### src/rtl/cache_mem_arbiter_if.sv
// Bundle of the I-cache, D-cache and physical-memory ports seen by cache_mem_arbiter.
// The slave modport is the arbiter's view; master is the clients-plus-memory side.
interface cache_mem_arbiter_if #(
  parameter int unsigned ADDR_W = 16,
  parameter int unsigned LINE_W = 256
);
  logic              i_read;
  logic [ADDR_W-1:0] i_address;
  logic              i_resp;
  logic [LINE_W-1:0] i_rdata;

  logic              d_read;
  logic              d_write;
  logic [ADDR_W-1:0] d_address;
  logic [LINE_W-1:0] d_wdata;
  logic              d_resp;
  logic [LINE_W-1:0] d_rdata;

  logic              pmem_read;
  logic              pmem_write;
  logic [ADDR_W-1:0] pmem_address;
  logic [LINE_W-1:0] pmem_wdata;
  logic              pmem_resp;
  logic [LINE_W-1:0] pmem_rdata;

  modport slave (
    input  i_read, i_address, d_read, d_write, d_address, d_wdata, pmem_resp, pmem_rdata,
    output i_resp, i_rdata, d_resp, d_rdata, pmem_read, pmem_write, pmem_address, pmem_wdata
  );

  modport master (
    output i_read, i_address, d_read, d_write, d_address, d_wdata, pmem_resp, pmem_rdata,
    input  i_resp, i_rdata, d_resp, d_rdata, pmem_read, pmem_write, pmem_address, pmem_wdata
  );
endinterface

### src/rtl/cache_mem_arbiter.sv
// Round-robin arbiter merging I-cache and D-cache line traffic onto one memory port.
// The granted request is latched and held on the memory port until pmem_resp.
module cache_mem_arbiter #(
  parameter int unsigned ADDR_W = 16,
  parameter int unsigned LINE_W = 256
) (
  input  logic               clk,
  input  logic               rst,
  cache_mem_arbiter_if.slave bus
);
  localparam logic [1:0] IDLE    = 2'd0;
  localparam logic [1:0] SERVE_I = 2'd1;
  localparam logic [1:0] SERVE_D = 2'd2;
  localparam logic [1:0] TURN    = 2'd3;

  logic [1:0]        state;
  logic              last_d;
  logic              lat_write;
  logic [ADDR_W-1:0] lat_addr;
  logic [LINE_W-1:0] lat_wdata;
  logic              pend_i;
  logic              pend_d;
  logic              grant_d;
  logic              serving;

  // D wins when it is alone, or on a tie when I was served last.
  always_comb begin
    pend_i  = bus.i_read;
    pend_d  = bus.d_read | bus.d_write;
    grant_d = pend_d & (~pend_i | ~last_d);
  end

  always_ff @(posedge clk) begin
    if (rst) begin
      state     <= IDLE;
      last_d    <= 1'b0;
      lat_write <= 1'b0;
      lat_addr  <= '0;
      lat_wdata <= '0;
    end else begin
      case (state)
        IDLE: begin
          if (grant_d) begin
            state     <= SERVE_D;
            lat_write <= bus.d_write;
            lat_addr  <= bus.d_address;
            lat_wdata <= bus.d_wdata;
          end else if (pend_i) begin
            state     <= SERVE_I;
            lat_write <= 1'b0;
            lat_addr  <= bus.i_address;
          end
        end
        SERVE_I: begin
          if (bus.pmem_resp) begin
            state  <= TURN;
            last_d <= 1'b0;
          end
        end
        SERVE_D: begin
          if (bus.pmem_resp) begin
            state  <= TURN;
            last_d <= 1'b1;
          end
        end
        default: state <= IDLE;
      endcase
    end
  end

  assign serving = (state == SERVE_I) || (state == SERVE_D);

  assign bus.pmem_read    = serving & ~lat_write;
  assign bus.pmem_write   = serving &  lat_write;
  assign bus.pmem_address = lat_addr;
  assign bus.pmem_wdata   = lat_wdata;

  assign bus.i_resp  = bus.pmem_resp & (state == SERVE_I);
  assign bus.d_resp  = bus.pmem_resp & (state == SERVE_D);
  assign bus.i_rdata = bus.pmem_rdata;
  assign bus.d_rdata = bus.pmem_rdata;
endmodule

### src/flat_wrapper.sv
// flat-port wrapper written by rule: the top's interface ports become plain ports
module cache_mem_arbiter_flat 
#(
  parameter int unsigned ADDR_W = 16,
  parameter int unsigned LINE_W = 256
)
  (clk, rst, bus_i_read, bus_i_address, bus_d_read, bus_d_write, bus_d_address, bus_d_wdata, bus_pmem_resp, bus_pmem_rdata, bus_i_resp, bus_i_rdata, bus_d_resp, bus_d_rdata, bus_pmem_read, bus_pmem_write, bus_pmem_address, bus_pmem_wdata);
  cache_mem_arbiter_if #(.ADDR_W(ADDR_W), .LINE_W(LINE_W)) bus_i ();
  input  logic clk;
  input  logic rst;
  input wire logic [$bits(bus_i.i_read)-1:0] bus_i_read;
  input wire logic [$bits(bus_i.i_address)-1:0] bus_i_address;
  input wire logic [$bits(bus_i.d_read)-1:0] bus_d_read;
  input wire logic [$bits(bus_i.d_write)-1:0] bus_d_write;
  input wire logic [$bits(bus_i.d_address)-1:0] bus_d_address;
  input wire logic [$bits(bus_i.d_wdata)-1:0] bus_d_wdata;
  input wire logic [$bits(bus_i.pmem_resp)-1:0] bus_pmem_resp;
  input wire logic [$bits(bus_i.pmem_rdata)-1:0] bus_pmem_rdata;
  output wire logic [$bits(bus_i.i_resp)-1:0] bus_i_resp;
  output wire logic [$bits(bus_i.i_rdata)-1:0] bus_i_rdata;
  output wire logic [$bits(bus_i.d_resp)-1:0] bus_d_resp;
  output wire logic [$bits(bus_i.d_rdata)-1:0] bus_d_rdata;
  output wire logic [$bits(bus_i.pmem_read)-1:0] bus_pmem_read;
  output wire logic [$bits(bus_i.pmem_write)-1:0] bus_pmem_write;
  output wire logic [$bits(bus_i.pmem_address)-1:0] bus_pmem_address;
  output wire logic [$bits(bus_i.pmem_wdata)-1:0] bus_pmem_wdata;
  assign bus_i.i_read = bus_i_read;
  assign bus_i.i_address = bus_i_address;
  assign bus_i.d_read = bus_d_read;
  assign bus_i.d_write = bus_d_write;
  assign bus_i.d_address = bus_d_address;
  assign bus_i.d_wdata = bus_d_wdata;
  assign bus_i.pmem_resp = bus_pmem_resp;
  assign bus_i.pmem_rdata = bus_pmem_rdata;
  assign bus_i_resp = bus_i.i_resp;
  assign bus_i_rdata = bus_i.i_rdata;
  assign bus_d_resp = bus_i.d_resp;
  assign bus_d_rdata = bus_i.d_rdata;
  assign bus_pmem_read = bus_i.pmem_read;
  assign bus_pmem_write = bus_i.pmem_write;
  assign bus_pmem_address = bus_i.pmem_address;
  assign bus_pmem_wdata = bus_i.pmem_wdata;
  cache_mem_arbiter #(.ADDR_W(ADDR_W), .LINE_W(LINE_W)) u_core (.clk(clk), .rst(rst), .bus(bus_i));
endmodule
### config.mk
export PLATFORM = sky130hd
export DESIGN_NAME = cache_mem_arbiter_flat
export DESIGN_NICKNAME = d
export VERILOG_FILES = /design/src/rtl/cache_mem_arbiter_if.sv /design/src/rtl/cache_mem_arbiter.sv /design/src/flat_wrapper.sv
export SDC_FILE = /design/constraint.sdc
export NUM_CORES = 1
export LEC_CHECK = 0
export BUFFER_PORTS_ARGS = -buffer_cell sky130_fd_sc_hd__clkbuf_2
export CAP_MARGIN = 20
export CORE_AREA = 2 2 515 517
export CTS_CLUSTER_DIAMETER = 80
export CTS_CLUSTER_SIZE = 25
export DETAILED_ROUTE_END_ITERATION = 7
export DIE_AREA = 0 0 517 519
export PLACE_DENSITY = 0.3
export RECOVER_POWER = 25
export SLEW_MARGIN = 20
export SYNTH_ARGS = -nofsm -noshare
export SYNTH_HDL_FRONTEND = slang
export SYNTH_SLANG_ARGS = --single-unit
### constraint.sdc
create_clock -name clk -period 2.35 [get_ports clk]
set_clock_uncertainty 0.15 [all_clocks]
set_input_delay 0.47 -clock clk [delete_from_list [all_inputs] [get_ports clk]]
set_output_delay 0.47 -clock clk [all_outputs]
set_load 0.05 [all_outputs]
==> impl_metrics.yaml, run 1 <==
power:
  switchingPower_mw: 13.9
  intPower_mw: 12.8
  swShare_pct: 52.2
  power.total_mw: 26.7
  ir_drop_uv: 612
  power_density_nw_per_um2: 1190
  p_leak_nw: 8.24
  seq_power_share_pct: 25.2
  power.share.clock_pct: 24.8
  pwr-share-comb_pct: 50.0
yosys:
  ys_types: 22
  yosys_register_bits: 276
  synth-simple-area-share_pct: 10.5
  synthXorXnorAreaFrac_pct: 0
  yosys_warnings: 0
  synth_mux_area_share_pct: 0
  synth_area_sq_um: 14400
  synth_compound_area_share_pct: 19.5
  synth_top_family_by_area: "buffers and inverters"
  syn-num-nets: 2353
  syn_avg_cell_area_sq_um: 7.99
  ys_seq_area_share_pct: 38.4
  syn_inst: 1799
  synth_adder_area_share_pct: 0.348
floorplanning:
  dieArea_sq_um: 268000
  ios: 1338
  start_util_pct: 5.46
  rows: 189
  die_y_microns: 519
  core_area_sq_um: 263000
  die_w_microns: 517
critical_path:
  rr_worst_depth: 7
  crit_path_end_kind: "primary output"
  crit_path_end: "bus_pmem_write"
  worstPathArrival_ns: 1.76
  r2r-start: "u_core.state[0]"
  path_max_fanout: 4
  start_kind: "flip-flop"
  worst-setup-path-type: "reg2out"
  rr_endpoint: "u_core.bus.pmem_address[11]"
  slowest_delay_ns: 0.36
  crit_chain: "inv_2 > ha_4 > and2_4 > buf_12"
  required_ns: 1.73
  crit_start: "u_core.state[1]"
  r2r_setup_slack_ns: 0.10
  slowest_stage: "dfxtp_2"
global_route:
  grt_max_degree: 72
  grt_antenna_before_repair: 62
  overflow: 0
  grt_pass1_vias: 14625
  grt_use_total_pct: 9.66
  grt_pass1_wl_microns: 166000
clocking:
  cts.clk_slew.worst_paths_ns: 0.06
  ctsLongestPathBuffers: 3
  htreeDepth: 2
  tritoncts: "yes"
  cts_buffers: 40
  clockRootBuffer: "clkbuf_16"
  cts.sinks: 276
  worstSkewPairLatency_ns: 0.67
detailed_routing:
  drt_iter0_drc: 837
  routedWlPerCell_microns: 24.1
  viasPerCell: 2.55
  ant_nets: 0
  first_pass_iters: 5
  drc: 0
  wirelength_microns: 137000
  vias: 14480
timing:
  fmax_mhz: 420
  worst_slack_ns: -0.0286
  relSlewSlack_pct: 52.5
  finalSetupViolCount: 2
  fin_crit_sh_pct: 101
  final_max_slew_viol_count: 0
  hold_viol_final: 0
  setup_tns_ns: -0.0311
  finalCriticalPeriod_ns: 2.38
  hold-worst-slack_ns: 0.259
  rsz0062_at_grt: "true"
  tightest_slew_ns: 0.706
placed_design:
  hpwl_microns: 114000
  gp_congestion: 0.856
  port-buffer-count: 569
finish:
  final_nets: 2648
  area_growth_pct: 55.8
  drive_above_1_share_pct: 33.3
job:
  maxCapViolCount: 0
min_path:
  hp-class: "in2reg"
outcome:
  status: "complete, but fails checks"
  violations: "negative setup slack"
kinds of logic (layout without fill, tap and decap cells):
kind of cell,after synthesis,count (layout)
buffers and inverters,667,992
other,0,19
and+or+nand+nor,312,312
adders and majority gates,4,4
DFF,276,276
AOI/OAI and AO/OA,540,540
layer usage:
metal / routed length [microns] / GRT usage, % / vias to the layer above / part of all wire [%]
met3: 28300 / 9.15 / 479 / 21
li1: - / - / 6254 / -
met2: 59500 / 14.8 / 1080 / 44
met4: 9410 / 5.75 / 16 / 6.9
met1: 39200 / 7.95 / 6651 / 29
met5: 340 / 0.739 / - / 0.25
cells in the final DEF, fill, tap and decap left out, types with 3 or more instances in the layout:
cell,instances
diode_2,19
buf_4,29
clkinv_2,4
nand3_1,257
inv_6,4
dlygate4sd3_1,291
clkbuf_2,564
buf_8,3
dfxtp_2,3
clkbuf_8,5
dfxtp_1,273
o21ai_0,257
nand2_1,32
clkbuf_1,3
clkinv_8,3
ha_1,3
nor2_1,17
a311oi_1,16
a21oi_1,261
clkbuf_16,42
inv_2,3
inv_8,7
buf_12,25
stage by stage:
stage,instance area [sq um],util (%),setup slack (ns),cells
finish,22400,8.50,-0.0286,5676
global route,22400,8.49,-0.122,5665
CTS,22300,8.45,-0.143,5652
detailed placement,17900,6.80,0.338,5287
global placement,17900,6.80,0.334,5287
floorplan,14400,-,0.283,1799
timing repair:
| action | in CTS | in global routing |
|---|---|---|
| gates resized for setup | 18 | 6 |
| gates cloned | 0 | 2 |
| hold buffers | 291 | 0 |
| endpoints found under the hold margin | 274 | 0 |
| pin swaps | 1 | 2 |
| buffers inserted | 2 | 3 |
| endpoints found under the setup margin | 4 | 7 |
Yosys cell counts:
cell | number | area, sq um
nor2b_1 | 2 | 12.5
nor2_1 | 17 | 63.8
nand3_1 | 257 | 1290
a311oi_1 | 16 | 140
o2bb2ai_2 | 1 | 15.0
a2bb2oi_2 | 1 | 15.0
clkbuf_1 | 97 | 364
dfxtp_1 | 276 | 5530
buf_2 | 48 | 240
nand2_1 | 33 | 124
inv_1 | 3 | 11.3
a2111o_1 | 1 | 11.3
buf_1 | 3 | 11.3
buf_4 | 515 | 3870
o31a_1 | 1 | 8.76
a21oi_1 | 261 | 1310
o32ai_1 | 2 | 17.5
ha_1 | 4 | 50.1
and2_1 | 2 | 12.5
nor3_1 | 1 | 5.00
o21ai_0 | 257 | 1290
inv_2 | 1 | 3.75
critical path, delay by kind of cell, from the launching register on:
kind	cells	cell delay, ns
adders and majority gates	1	0.28
buffers and inverters	2	0.22
DFF	1	0.36
and+or+nand+nor	1	0.19
final cells by class:
type                       instances  area [sq um]
fill                           31005        241000
timing repair buffer             916          6600
sequential                       276          5530
tap                             3533          4420
multi-input combinational        856          4410
clock buffer                      48          1080
clock inverter                    24           284
antenna                           19          47.5
inverter                           4          22.5
sequential cells by signal, indices dropped and copies added (netlist names):
register / cells
u_core.lat_write: 1
u_core.state: 2
u_core.bus.pmem_wdata: 256
u_core.bus.pmem_address: 16
u_core.last_d: 1
power by group through the flow:
| stage | Combinational, mW | Sequential, mW | Clock (mW) |
|---|---|---|---|
| 2_1_floorplan | 5.64 | 11.0 | 0 |
| 3_3_place_gp | 12.9 | 6.78 | 0 |
| 3_5_place_dp | 12.9 | 6.80 | 0 |
| 4_1_cts | 13.5 | 6.72 | 6.97 |
| 5_1_grt | 14.3 | 6.86 | 7.09 |
| 6_report | 13.3 | 6.73 | 6.62 |
worst min path at each step:
stage | startpoint | end | slack [ns] | cells after the start
2_1_floorplan | u_core.lat_write | u_core.lat_write | 0.31 | 2
3_3_place_gp | u_core.bus.pmem_wdata[142] | u_core.bus.pmem_wdata[142] | 0.31 | 2
3_5_place_dp | u_core.bus.pmem_wdata[22] | u_core.bus.pmem_wdata[22] | 0.32 | 2
4_1_cts | bus_d_read | u_core.lat_write | 0.16 | 4
5_1_grt | bus_d_read | u_core.lat_write | 0.29 | 4
6_report | bus_d_read | u_core.lat_write | 0.26 | 4
Note: power is estimated with default switching activity, not from simulation.
==> run 2: changes to the inputs <==
- SETUP_SLACK_MARGIN: default -> 0.2
==> impl_metrics.yaml, run 2 (synthesized netlist as in run 1, its figures left out) <==
placed_design:
  port-buffer-count: 569
  dp_slack_ns: 0.338
  gp_congestion: 0.856
  dp_cells: 5287
  hpwl_microns: 114000
  dpl_cell_area_sq_um: 17900
clocking:
  ctsLongestPathBuffers: 3
  cts.sinks: 276
  clockRootBuffer: "clkbuf_16"
  cts.clk_slew.worst_paths_ns: 0.07
  htreeDepth: 2
  worstSkewPairLatency_ns: 0.68
  tritoncts: "yes"
  cts_buffers: 40
floorplanning:
  dieArea_sq_um: 268000
  rows: 189
  start_util_pct: 5.46
  core_area_sq_um: 263000
  ios: 1338
  die_y_microns: 519
  die_w_microns: 517
timing:
  fin_crit_sh_pct: 101
  hold-worst-slack_ns: 0.119
  finalSetupViolCount: 1
  fmax_mhz: 422
  hold_viol_final: 0
  final_max_slew_viol_count: 0
  worst_slack_ns: -0.0200
  relSlewSlack_pct: 58.2
  tightest_slew_ns: 0.622
  finalCriticalPeriod_ns: 2.37
  setup_tns_ns: -0.0200
  rsz0062_at_grt: "true"
global_route:
  grt_pass1_vias: 14656
  overflow: 0
  grt_pass1_wl_microns: 166000
  grt_use_total_pct: 9.66
  grt_max_degree: 72
  grt_antenna_before_repair: 61
job:
  maxCapViolCount: 0
finish:
  instances_no_fill: 5673
  drive_above_1_share_pct: 33.5
  mostFrequentLayoutCells: "clkbuf_2, dlygate4sd3_1, dfxtp_1"
  multi_input_area_sq_um: 4440
  final_area_sq_um: 22500
  area_growth_pct: 56.2
  largest_reg_flops: 256
  fill_cells: 30999
  final_common_cell: "clkbuf_2"
  seqCellArea_sq_um: 5530
  final_nets: 2649
  fin_util_pct: 8.53
detailed_routing:
  wirelength_microns: 137000
  ant_nets: 0
  first_pass_iters: 5
  viasPerCell: 2.55
  drt_iter0_drc: 843
  drc: 0
  vias: 14438
  routedWlPerCell_microns: 24.1
critical_path:
  start_kind: "flip-flop"
  crit_chain: "inv_4 > ha_4 > and2_4 > buf_12"
  slowest_delay_ns: 0.37
  critPathTopFamily: "flip-flops"
  slowest_stage: "dfxtp_4"
  worstPathArrival_ns: 1.75
  required_ns: 1.73
  crit_buf_inv: 2
  worst-setup-path-type: "reg2out"
  crit_path_end_kind: "primary output"
  path_max_fanout: 4
power:
  power_density_nw_per_um2: 1180
  power.total_mw: 26.6
  ir_drop_uv: 616
  p_leak_nw: 8.23
outcome:
  status: "complete, but fails checks"
  violations: "negative setup slack"
min_path:
  hp-class: "in2reg"
==> run 2: cell count changes in the layout (fill, tap and decap cells not counted), sizes merged <==
cell,before,now
buf,59,73
clkbuf,614,602
diode,19,15
dlygate4sd3,291,290
==> run 2: area by class of cell <==
| cell class | count | area share (%) |
|---|---|---|
| diodes | 15 | 0.167 |
| clock buffers | 48 | 4.81 |
| clock inverters | 24 | 1.26 |
| inverters | 4 | 0.111 |
| multi-input cells | 856 | 19.7 |
| flip-flops and latches | 276 | 24.6 |
| well taps | 3533 | 19.7 |
| repair buffers | 917 | 29.6 |
==> run 2: where the power goes <==
part	leakage (nW)	internal (mW)	switching (mW)
logic	5.29	3.13	10.1
registers	2.27	5.96	0.766
clock network	0.670	3.61	3.00
total	8.23	12.7	13.9
==> run 2: path summary, 6_finish.rpt <==
| kind | startpoint | endpoint | slack, ns | cells after the start |
|---|---|---|---|---|
| max | u_core.state[0] | bus_pmem_write | -0.02 | 4 |
| min | bus_pmem_resp | u_core.last_d | 0.12 | 5 |
| max reg2reg | u_core.state[0] | u_core.bus.pmem_wdata[16] | 0.41 | 6 |
| min reg2reg | u_core.bus.pmem_wdata[46] | u_core.bus.pmem_wdata[46] | 0.32 | 2 |
==> run 2: timing repair <==
item,4_1_cts,5_1_grt
gates resized for setup,46,24
setup endpoints to repair,28,24
pin swaps,2,4
buffers inserted,6,2
endpoints found under the hold margin,273,0
cloned,0,1
hold buffers,290,0
==> run 2: layer usage <==
layer,up-vias,share of wire (%),track usage [%]
li1,6260,-,-
met1,6626,29,7.94
met2,1057,44,15.0
met3,479,21,9.16
met4,16,6.8,5.50
met5,-,0.25,0.739
==> run 2: worst min-delay path, stage by stage <==
cell and delay [ns]:
clkbuf_2 0.13, nand2_4 0.08, buf_4 0.11, a21oi_1 0.05, nor2_1 0.07
==> run 3: changes to the inputs <==
- SKIP_CTS_REPAIR_TIMING: default -> 1
==> impl_metrics.yaml, run 3 (synthesized netlist as in run 1, its figures left out) <==
global_route:
  grt_use_total_pct: 9.58
  grt_max_degree: 72
  grt_pass1_vias: 13290
  met2_usage_pct: 14.7
  grt_antenna_before_repair: 63
  grt_pass1_wl_microns: 163000
  grtUsageMet3_pct: 9.31
  overflow: 0
  busiest_layer: "met2"
  grt_util_met1_pct: 7.76
placed_design:
  dp_slack_ns: 0.338
  dp_cells: 5287
  gp_congestion: 0.856
  port-buffer-count: 569
  hpwl_microns: 114000
timing:
  rsz0062_at_grt: "true"
  tightest_slew_ns: 0.663
  final_max_slew_viol_count: 0
  worst_slack_ns: -0.0481
  finalSetupViolCount: 1
  relSlewSlack_pct: 55.4
  setup_tns_ns: -0.0481
  finalCriticalPeriod_ns: 2.40
  hold-worst-slack_ns: 0.0160
  hold_viol_final: 0
  fmax_mhz: 417
  fin_crit_sh_pct: 102
detailed_routing:
  first_pass_iters: 5
  drt_iter0_drc: 861
  viasPerCell: 2.53
  routedWlPerCell_microns: 23.9
  wirelength_microns: 135000
  vias: 14337
  drc: 0
  ant_nets: 0
finish:
  drive_above_1_share_pct: 33.2
  fill_cells: 31000
  largest_reg_flops: 256
  final_nets: 2636
  instances_no_fill: 5665
  mostFrequentLayoutCells: "clkbuf_2, dlygate4sd3_1, dfxtp_1"
  final_common_cell: "clkbuf_2"
  area_growth_pct: 54.8
min_path:
  whs_path_depth: 3
  hp-class: "in2reg"
  min-delay-start: "bus_d_wdata[203]"
  holdPathEnd: "u_core.bus.pmem_wdata[203]"
job:
  maxCapViolCount: 0
critical_path:
  r2r-start: "u_core.state[1]"
  worst-setup-path-type: "reg2out"
  required_ns: 1.73
  r2r_setup_slack_ns: 0.39
  crit_start: "u_core.state[1]"
  crit_buf_inv: 2
  rr_worst_depth: 6
  crit_chain: "inv_2 > ha_4 > and2_4 > buf_12"
  start_kind: "flip-flop"
  rr_endpoint: "u_core.bus.pmem_wdata[234]"
  worstPathArrival_ns: 1.78
  path_max_fanout: 5
  critPathTopFamily: "flip-flops"
  slowest_delay_ns: 0.35
  slowest_stage: "dfxtp_2"
  crit_path_end_kind: "primary output"
power:
  ir_drop_uv: 615
  p_leak_nw: 8.16
  power_density_nw_per_um2: 1190
  power.total_mw: 26.4
clocking:
  clockRootBuffer: "clkbuf_16"
  worstSkewPairLatency_ns: 0.67
  ctsLongestPathBuffers: 3
  cts_buffers: 40
  htreeDepth: 2
  cts.clk_slew.worst_paths_ns: 0.06
  cts.sinks: 276
  tritoncts: "yes"
floorplanning:
  ios: 1338
  core_area_sq_um: 263000
  die_y_microns: 519
  dieArea_sq_um: 268000
  rows: 189
  start_util_pct: 5.46
  die_w_microns: 517
outcome:
  violations: "negative setup slack"
  status: "complete, but fails checks"
[run 3: metrics by stage]
step	utilization, %	area (sq um)
6_report	8.45	22300
4_1_cts	7.32	19300
2_1_floorplan	-	14400
3_3_place_gp	6.80	17900
3_5_place_dp	6.80	17900
5_1_grt	8.44	22200
[run 3: worst min-delay path, cell delays in order]
cell,delay [ns]
clkbuf_2,0.14
nand3_1,0.09
a21oi_1,0.05
[run 3: per-layer routing]
metal  vias to the layer above  share of wire, %
met2                      1050                43
met3                       454                21
met1                      6579                29
met4                        16               7.0
met5                         -              0.23
li1                       6238                 -
[run 3: area by class of cell]
cell class	instances	area (sq um)	share of cell area, %
antenna	20	50.0	0.225
clock buffer	48	1080	4.86
clock inverter	24	284	1.28
inverter	4	22.5	0.101
multi-input combinational	856	4410	19.8
sequential	276	5530	24.8
tap	3533	4420	19.9
timing repair buffer	904	6460	29.0
[run 3: power breakdown]
group | leakage [nW] | switching (mW) | internal (mW) | total, mW
combinational | 5.21 | 10.0 | 3.01 | 13.1
clock | 0.670 | 3.01 | 3.61 | 6.62
sequential | 2.27 | 0.764 | 5.96 | 6.72
[run 3: worst max-delay path by stage]
stage,endpoint,slack [ns],cells past startpoint
floorplan,bus_pmem_read,0.28,3
global placement,u_core.bus.pmem_wdata[239],0.33,6
detailed placement,u_core.bus.pmem_wdata[248],0.34,6
CTS,bus_pmem_read,-0.40,4
global route,bus_pmem_write,-0.14,4
finish,bus_pmem_write,-0.05,4
